===== config.mk =====
export PLATFORM = sky130hd
export DESIGN_NAME = ram_port_arbiter
export DESIGN_NICKNAME = d
export VERILOG_FILES = /design/src/rtl/ram_port_arbiter.sv
export SDC_FILE = /design/constraint.sdc
export NUM_CORES = 1
export LEC_CHECK = 0
export BUFFER_PORTS_ARGS = -buffer_cell sky130_fd_sc_hd__buf_2
export CELL_PAD_IN_SITES_DETAIL_PLACEMENT = 0
export CELL_PAD_IN_SITES_GLOBAL_PLACEMENT = 1
export CORE_ASPECT_RATIO = 1.5
export CORE_MARGIN = 4
export CORE_UTILIZATION = 27
export DETAILED_ROUTE_END_ITERATION = 6
export PLACE_DENSITY = 0.94
export REMOVE_ABC_BUFFERS = 1
export SLEW_MARGIN = 20
export SYNTH_ARGS = -nofsm -noshare
export SYNTH_HDL_FRONTEND = slang
export SYNTH_SLANG_ARGS = --single-unit

===== constraint.sdc =====
create_clock -name clk -period 3.4 [get_ports clk]
set_input_delay 0.85 -clock clk [delete_from_list [all_inputs] [get_ports clk]]
set_output_delay 0.85 -clock clk [all_outputs]
set_load 0.02 [all_outputs]

===== src/rtl/ram_port_arbiter.sv =====
// Two-master front end for a 1W/1R RAM with independent round-robin
// write/read arbitration and a zero-fill init sweep.
module ram_port_arbiter #(
    parameter int ADDR_WIDTH = 6,
    parameter int DATA_WIDTH = 8,
    parameter int DEPTH      = 64
) (
    input  logic                  clk,
    input  logic                  rst,
    input  logic                  m0_req,
    input  logic                  m0_we,
    input  logic [ADDR_WIDTH-1:0] m0_addr,
    input  logic [DATA_WIDTH-1:0] m0_wdata,
    output logic                  m0_gnt,
    output logic                  m0_rvalid,
    output logic [DATA_WIDTH-1:0] m0_rdata,
    input  logic                  m1_req,
    input  logic                  m1_we,
    input  logic [ADDR_WIDTH-1:0] m1_addr,
    input  logic [DATA_WIDTH-1:0] m1_wdata,
    output logic                  m1_gnt,
    output logic                  m1_rvalid,
    output logic [DATA_WIDTH-1:0] m1_rdata,
    input  logic                  init_start,
    output logic                  busy,
    output logic                  init_done,
    output logic                  ram_wr_enb,
    output logic [ADDR_WIDTH-1:0] ram_wr_addr,
    output logic [DATA_WIDTH-1:0] ram_wr_data,
    output logic                  ram_rd_enb,
    output logic [ADDR_WIDTH-1:0] ram_rd_addr,
    input  logic [DATA_WIDTH-1:0] ram_rd_data
);

    localparam int CW = (DEPTH > 1) ? $clog2(DEPTH) : 1;
    localparam logic [CW-1:0] LAST = CW'(DEPTH - 1);

    typedef enum logic {
        IDLE,
        INIT
    } state_t;

    state_t        state;
    state_t        state_nxt;
    logic [CW-1:0] cnt;
    logic          init_last;
    logic          wr_ptr;
    logic          rd_ptr;
    logic          idle;
    logic          in_init;
    logic          wc0, wc1, rc0, rc1;
    logic          wg0, wg1, rg0, rg1;

    // Grants and RAM enables are gated by rst so nothing leaks during reset.
    assign idle    = (state == IDLE) && !rst;
    assign in_init = (state == INIT) && !rst;

    assign wc0 = m0_req && m0_we;
    assign wc1 = m1_req && m1_we;
    assign rc0 = m0_req && !m0_we;
    assign rc1 = m1_req && !m1_we;

    // Pointer 0 favours m0, 1 favours m1.
    assign wg0 = idle && wc0 && (!wc1 || !wr_ptr);
    assign wg1 = idle && wc1 && (!wc0 || wr_ptr);
    assign rg0 = idle && rc0 && (!rc1 || !rd_ptr);
    assign rg1 = idle && rc1 && (!rc0 || rd_ptr);

    assign m0_gnt   = wg0 || rg0;
    assign m1_gnt   = wg1 || rg1;
    assign m0_rdata = ram_rd_data;
    assign m1_rdata = ram_rd_data;
    assign busy     = (state == INIT);

    always_ff @(posedge clk or posedge rst) begin
        if (rst) begin
            state <= IDLE;
        end else begin
            state <= state_nxt;
        end
    end

    always_comb begin
        state_nxt = state;
        init_last = 1'b0;
        unique case (state)
            IDLE: begin
                if (init_start) begin
                    state_nxt = INIT;
                end
            end
            INIT: begin
                if (cnt == LAST) begin
                    state_nxt = IDLE;
                    init_last = 1'b1;
                end
            end
            default: state_nxt = IDLE;
        endcase
    end

    always_ff @(posedge clk or posedge rst) begin
        if (rst) begin
            cnt       <= '0;
            wr_ptr    <= 1'b0;
            rd_ptr    <= 1'b0;
            m0_rvalid <= 1'b0;
            m1_rvalid <= 1'b0;
            init_done <= 1'b0;
        end else begin
            if (state == INIT && !init_last) begin
                cnt <= cnt + 1'b1;
            end else begin
                cnt <= '0;
            end
            if (wg0) wr_ptr <= 1'b1;
            if (wg1) wr_ptr <= 1'b0;
            if (rg0) rd_ptr <= 1'b1;
            if (rg1) rd_ptr <= 1'b0;
            m0_rvalid <= rg0;
            m1_rvalid <= rg1;
            init_done <= init_last;
        end
    end

    always_comb begin
        ram_wr_enb  = 1'b0;
        ram_wr_addr = '0;
        ram_wr_data = '0;
        unique case (1'b1)
            in_init: begin
                ram_wr_enb  = 1'b1;
                ram_wr_addr = ADDR_WIDTH'(cnt);
            end
            wg0: begin
                ram_wr_enb  = 1'b1;
                ram_wr_addr = m0_addr;
                ram_wr_data = m0_wdata;
            end
            wg1: begin
                ram_wr_enb  = 1'b1;
                ram_wr_addr = m1_addr;
                ram_wr_data = m1_wdata;
            end
            default: ;
        endcase
    end

    always_comb begin
        ram_rd_enb  = 1'b0;
        ram_rd_addr = '0;
        unique case (1'b1)
            rg0: begin
                ram_rd_enb  = 1'b1;
                ram_rd_addr = m0_addr;
            end
            rg1: begin
                ram_rd_enb  = 1'b1;
                ram_rd_addr = m1_addr;
            end
            default: ;
        endcase
    end

endmodule


==> results.json, run 1 <==
{
  "critPathRequiredTime_ns": 2.55,
  "fp.dieH_um": 81.7,
  "final_common_cell": "buf_2",
  "ys_seq_area_share_pct": 30.7,
  "syn_to_final_growth_pct": 29.4,
  "tightest_slew_ns": 0.516,
  "internal-power_uw": 410,
  "route.detailed.drc": 0,
  "vias": 1000,
  "wl_mm": 3.26,
  "ys.flop_type": "dfrtp_1",
  "track_usage_pct": 14.4,
  "worstHoldPathCells": 1,
  "clockPowerShare_pct": 23.4,
  "vdd_drop_max_mv": 0.159,
  "ys_ff_latch": 12,
  "grt_pass1_vias": 1053,
  "grt_max_degree": 17,
  "p_per_area_mw_per_mm2": 505,
  "yosysUniqueCellTypes": 34,
  "synth.top_cell.area_share_pct": 30.7,
  "antenna_found_initial": 0,
  "yosysTopAreaCell": "dfrtp_1",
  "setup_ws_ns": 0.363,
  "insertedDiodeCount": 0,
  "drv_slew": 0,
  "hold_violations": 0,
  "die_area_mm2": 0.00467,
  "postCtsSetupBuffers": 0,
  "max_freq_mhz": 329,
  "ant_nets": 0,
  "numCtsBuffers": 3,
  "fp-row-count": 26,
  "p_leak_uw": 0.000697,
  "critPathLaunchType": "primary input",
  "yosys_warnings": 0,
  "cts_tree": "done",
  "grt_pass1_wl_mm": 5.17,
  "syn_area_per_cell_um2": 9.58,
  "clk_latency_ns": 0.23,
  "seqPwrFrac_pct": 38.4,
  "synth_compound_area_share_pct": 25.2,
  "crit_start": "rst",
  "hold_slack_ns": 0.500,
  "cts_resized": 0,
  "hold_class": "flop to flop",
  "num-fill-cells": 372,
  "cts-hold-fix-buffers": 0,
  "place_inst": 188,
  "reg2reg_slack_ns": 1.84,
  "cp-endpoint": "ram_rd_addr[1]",
  "synth_xor_area_share_pct": 2.69,
  "dieWidth_um": 57.1,
  "switching_power_uw": 229,
  "drive_gt1_share_pct": 50.7,
  "core_mm2": 0.00345,
  "final_cell_mix": "buf_2 (62), a22o_1 (14), dfrtp_1 (12)",
  "pre_cts_slack_ns": 0.385,
  "place_congestion": 0.734,
  "syn-instance-count": 102,
  "synth_top_family_by_area": "compound AO/OA/AOI/OAI gates",
  "root_buffer": "clkbuf_8",
  "nets": 195,
  "synth.area.mux_share_pct": 1.02,
  "cts.sinks": 12,
  "crit_arrival_ns": 2.19,
  "fin_cells": 192,
  "reg2reg_depth": 2,
  "rsz0062_at_grt": "false",
  "io_pins": 87,
  "cts_buffer_depth": 2,
  "r2r-start": "busy",
  "io_buffers": 62,
  "setup_tns_ns": 0,
  "yosys-top-cells-area": "dfrtp_1 (31%), a22o_1 (13%), buf_4 (12%)",
  "vias_per_cell": 5.21,
  "min_period_over_period_pct": 89.3,
  "start_util_pct": 28.3,
  "crit_path_end_kind": "primary output",
  "detail_route.wl_per_cell_um": 17.0,
  "setup_violations": 0,
  "htreeDepth": 1,
  "path_max_fanout": 8,
  "overflow": 0,
  "synth_edf_count": 0,
  "async_reset_ff_share_pct": 100,
  "netlist_area_um2": 977,
  "synth_fa_ha_area_share_pct": 1.28,
  "cap_violations": 0,
  "hpwlAfterDp_mm": 2.76,
  "r2r_end": "m0_rvalid",
  "finalClockSkew_ns": 0.00118,
  "status": "complete, no violations",
  "synthSimpleGateAreaFrac_pct": 23.0,
  "period_needed_ns": 3.04,
  "p_comb_share_pct": 38.2,
  "worstSetupPathType": "primary input to primary output",
  "power.total_uw": 639,
  "relSlewSlack_pct": 65.5,
  "path_clk_slew_ns": 0.05,
  "initialDrtViolationCount": 43,
  "swShare_pct": 35.8,
  "dr.pass1.iters": 4
}
[kinds of logic after synthesis]
kind of cell	Yosys count
AOI/OAI and AO/OA	28
xor gates and xnor gates	3
adders and majority gates	1
buffers and inverters	23
DFF	12
muxes	1
and+or+nand+nor	34
[power by group through the flow]
stage,Sequential (uW),Clock (uW),Combinational (uW)
2_1_floorplan,235,0,165
3_3_place_gp,245,0,236
3_5_place_dp,248,0,241
4_1_cts,245,152,247
5_1_grt,256,162,272
6_report,246,149,244
[final cells by class]
cell class / instances / area, um2 / area share, %
tap: 42 / 52.6 / 4.15
clock buffer: 4 / 55.1 / 4.35
timing repair buffer: 64 / 325 / 25.7
sequential: 12 / 300 / 23.7
multi-input combinational: 67 / 520 / 41.1
inverter: 3 / 11.3 / 0.890
[worst min path at each step]
stage / startpoint / end / slack [ns]
3_5_place_dp: cnt[0] / cnt[0] / 0.49
3_3_place_gp: wr_ptr / wr_ptr / 0.47
2_1_floorplan: wr_ptr / wr_ptr / 0.45
4_1_cts: cnt[0] / cnt[0] / 0.50
6_report: cnt[0] / cnt[0] / 0.50
5_1_grt: wr_ptr / wr_ptr / 0.53
[stage by stage]
step,area (um2),utilization (%)
final,1260,36.7
after CTS,1260,36.7
after floorplan,832,-
after detailed placement,1210,35.1
after global placement,1210,35.1
after global routing,1260,36.7
[cell usage after synthesis (all sizes together) (2+ instances only)]
master	number
nand3	2
xor2	2
inv	3
nand2	5
a221o	6
nor2	5
and2	4
buf	19
and3	7
or2	2
dfrtp	12
a21oi	2
or3	2
a22o	14
o21ai	2
[sequential cells by signal (all words and copies together), names as in the netlist]
register and cells:
cnt 6, busy 1, init_done 1, m0_rvalid 1
m1_rvalid 1, rd_ptr 1, wr_ptr 1
[routing by layer]
layer | global-route usage [%] | share of wire [%] | wire, um
met1 | 12.5 | 29 | 928
met2 | 26.1 | 52 | 1680
met3 | 8.81 | 17 | 557
met4 | 6.50 | 2.7 | 88
met5 | 0 | 0 | 0
[worst max-delay path, stage by stage]
cell and delay, ns:
buf_2 0.15, or4b_4 0.55, a31oi_4 0.30, a22o_1 0.18, buf_2 0.16
Power figures use the tool's default switching activity.
==> run 2, diff against run 1 <==
CELL_PAD_IN_SITES_DETAIL_PLACEMENT = not set   (was 0)
CELL_PAD_IN_SITES_GLOBAL_PLACEMENT = not set   (was 1)
CORE_MARGIN = 2   (was 4)
CORE_UTILIZATION = 40   (was 27)
==> results.json, run 2 (same netlist as run 1, synthesis figures left out) <==
{
  "tightest_slew_ns": 0.494,
  "track_usage_pct": 24.1,
  "wl_mm": 3.11,
  "io_buffers": 62,
  "setup_tns_ns": 0,
  "dr.pass1.iters": 4,
  "vias": 1037,
  "drv_slew": 0,
  "overflow": 0,
  "final_cell_mix": "buf_2 (62), a22o_1 (14), dfrtp_1 (12)",
  "largest_reg_flops": 6,
  "fin_util_pct": 53.5,
  "crit_start": "rst",
  "regMostFlops": "cnt",
  "hpwlAfterDp_mm": 2.60,
  "numCtsBuffers": 3,
  "cts.sinks": 12,
  "hold_slack_ns": 0.503,
  "initialDrtViolationCount": 53,
  "crit_arrival_ns": 2.17,
  "path_max_fanout": 8,
  "fin_cells": 173,
  "dieWidth_um": 44.4,
  "nets": 195,
  "cap_violations": 0,
  "cts-hold-fix-buffers": 0,
  "relSlewSlack_pct": 67.0,
  "power.total_uw": 603,
  "crit_path_end_kind": "primary output",
  "worstSetupPathType": "primary input to primary output",
  "vias_per_cell": 5.99,
  "cts_tree": "done",
  "drive_gt1_share_pct": 50.7,
  "r2r-start": "busy",
  "insertedDiodeCount": 0,
  "r2r_end": "m0_rvalid",
  "path_clk_slew_ns": 0.07,
  "root_buffer": "clkbuf_4",
  "io_pins": 87,
  "final_common_cell": "buf_2",
  "period_needed_ns": 3.02,
  "syn_to_final_growth_pct": 25.1,
  "status": "complete, no violations",
  "rsz0062_at_grt": "false",
  "p_leak_uw": 0.000690,
  "start_util_pct": 42.7,
  "critPathRequiredTime_ns": 2.55,
  "grt_pass1_vias": 1052,
  "grt_pass1_wl_mm": 4.94,
  "fp.dieH_um": 64.5,
  "cts_resized": 0,
  "postCtsSetupBuffers": 0,
  "p_per_area_mw_per_mm2": 493,
  "fp-row-count": 21,
  "reg2reg_depth": 2,
  "grt_max_degree": 18,
  "htreeDepth": 1,
  "place_congestion": 0.801,
  "cp-endpoint": "ram_rd_addr[5]",
  "max_freq_mhz": 331,
  "detail_route.wl_per_cell_um": 18.0,
  "antenna_found_initial": 0,
  "hold_class": "flop to flop",
  "hold_violations": 0,
  "min_period_over_period_pct": 88.8,
  "reg2reg_slack_ns": 1.86,
  "clk_latency_ns": 0.27,
  "finalClockSkew_ns": 0.000171,
  "critPathLaunchType": "primary input",
  "die_area_mm2": 0.00286,
  "place_inst": 169,
  "setup_violations": 0,
  "cts_buffer_depth": 2,
  "ant_nets": 0,
  "core_mm2": 0.00229,
  "vdd_drop_max_mv": 0.211,
  "route.detailed.drc": 0
}
==> run 2: cell counts in the layout (fill, tap and decap cells not counted) <==
Identical to the previous run, type by type.
==> run 2: worst min path at each step <==
stage	start	to	slack, ns	depth (start not counted)
after floorplan	wr_ptr	wr_ptr	0.45	1
after global placement	cnt[0]	cnt[0]	0.48	1
after detailed placement	cnt[0]	cnt[0]	0.50	1
after CTS	cnt[0]	cnt[0]	0.51	1
after global routing	cnt[0]	cnt[0]	0.54	1
final	cnt[0]	cnt[0]	0.50	1
==> run 2: worst max-delay path, cell delays in order <==
cell	delay, ns
buf_2	0.15
or4b_4	0.54
a31oi_4	0.29
a22o_1	0.18
buf_2	0.16
==> run 2: final cells by class <==
| cell class | count | area [um2] |
|---|---|---|
| inverters | 3 | 11.3 |
| fillers | 210 | 1060 |
| well taps | 23 | 28.8 |
| repair buffers | 64 | 325 |
| clock buffers | 4 | 36.3 |
| multi-input cells | 67 | 520 |
| flip-flops and latches | 12 | 300 |
==> run 2: layer usage <==
| layer | vias up | wire (um) | GRT usage (%) |
|---|---|---|---|
| met2 | 83 | 1720 | 45.4 |
| met5 | - | 0 | 0 |
| met1 | 483 | 886 | 19.4 |
| met4 | 0 | 159 | 15.2 |
| met3 | 11 | 343 | 8.91 |
| li1 | 460 | - | - |
==> run 2: where the power goes <==
part | switching, uW | leakage [uW] | internal [uW]
Combinational | 127 | 0.000520 | 116
Sequential | 57.4 | 0.000148 | 191
Clock | 46.8 | 0.0000210 | 65.2
==> run 2: stage by stage <==
step	instance area, um2	worst slack (ns)
finish	1220	0.381
global route	1220	0.321
global placement	1190	0.444
detailed placement	1190	0.397
floorplan	832	0.686
CTS	1220	0.396
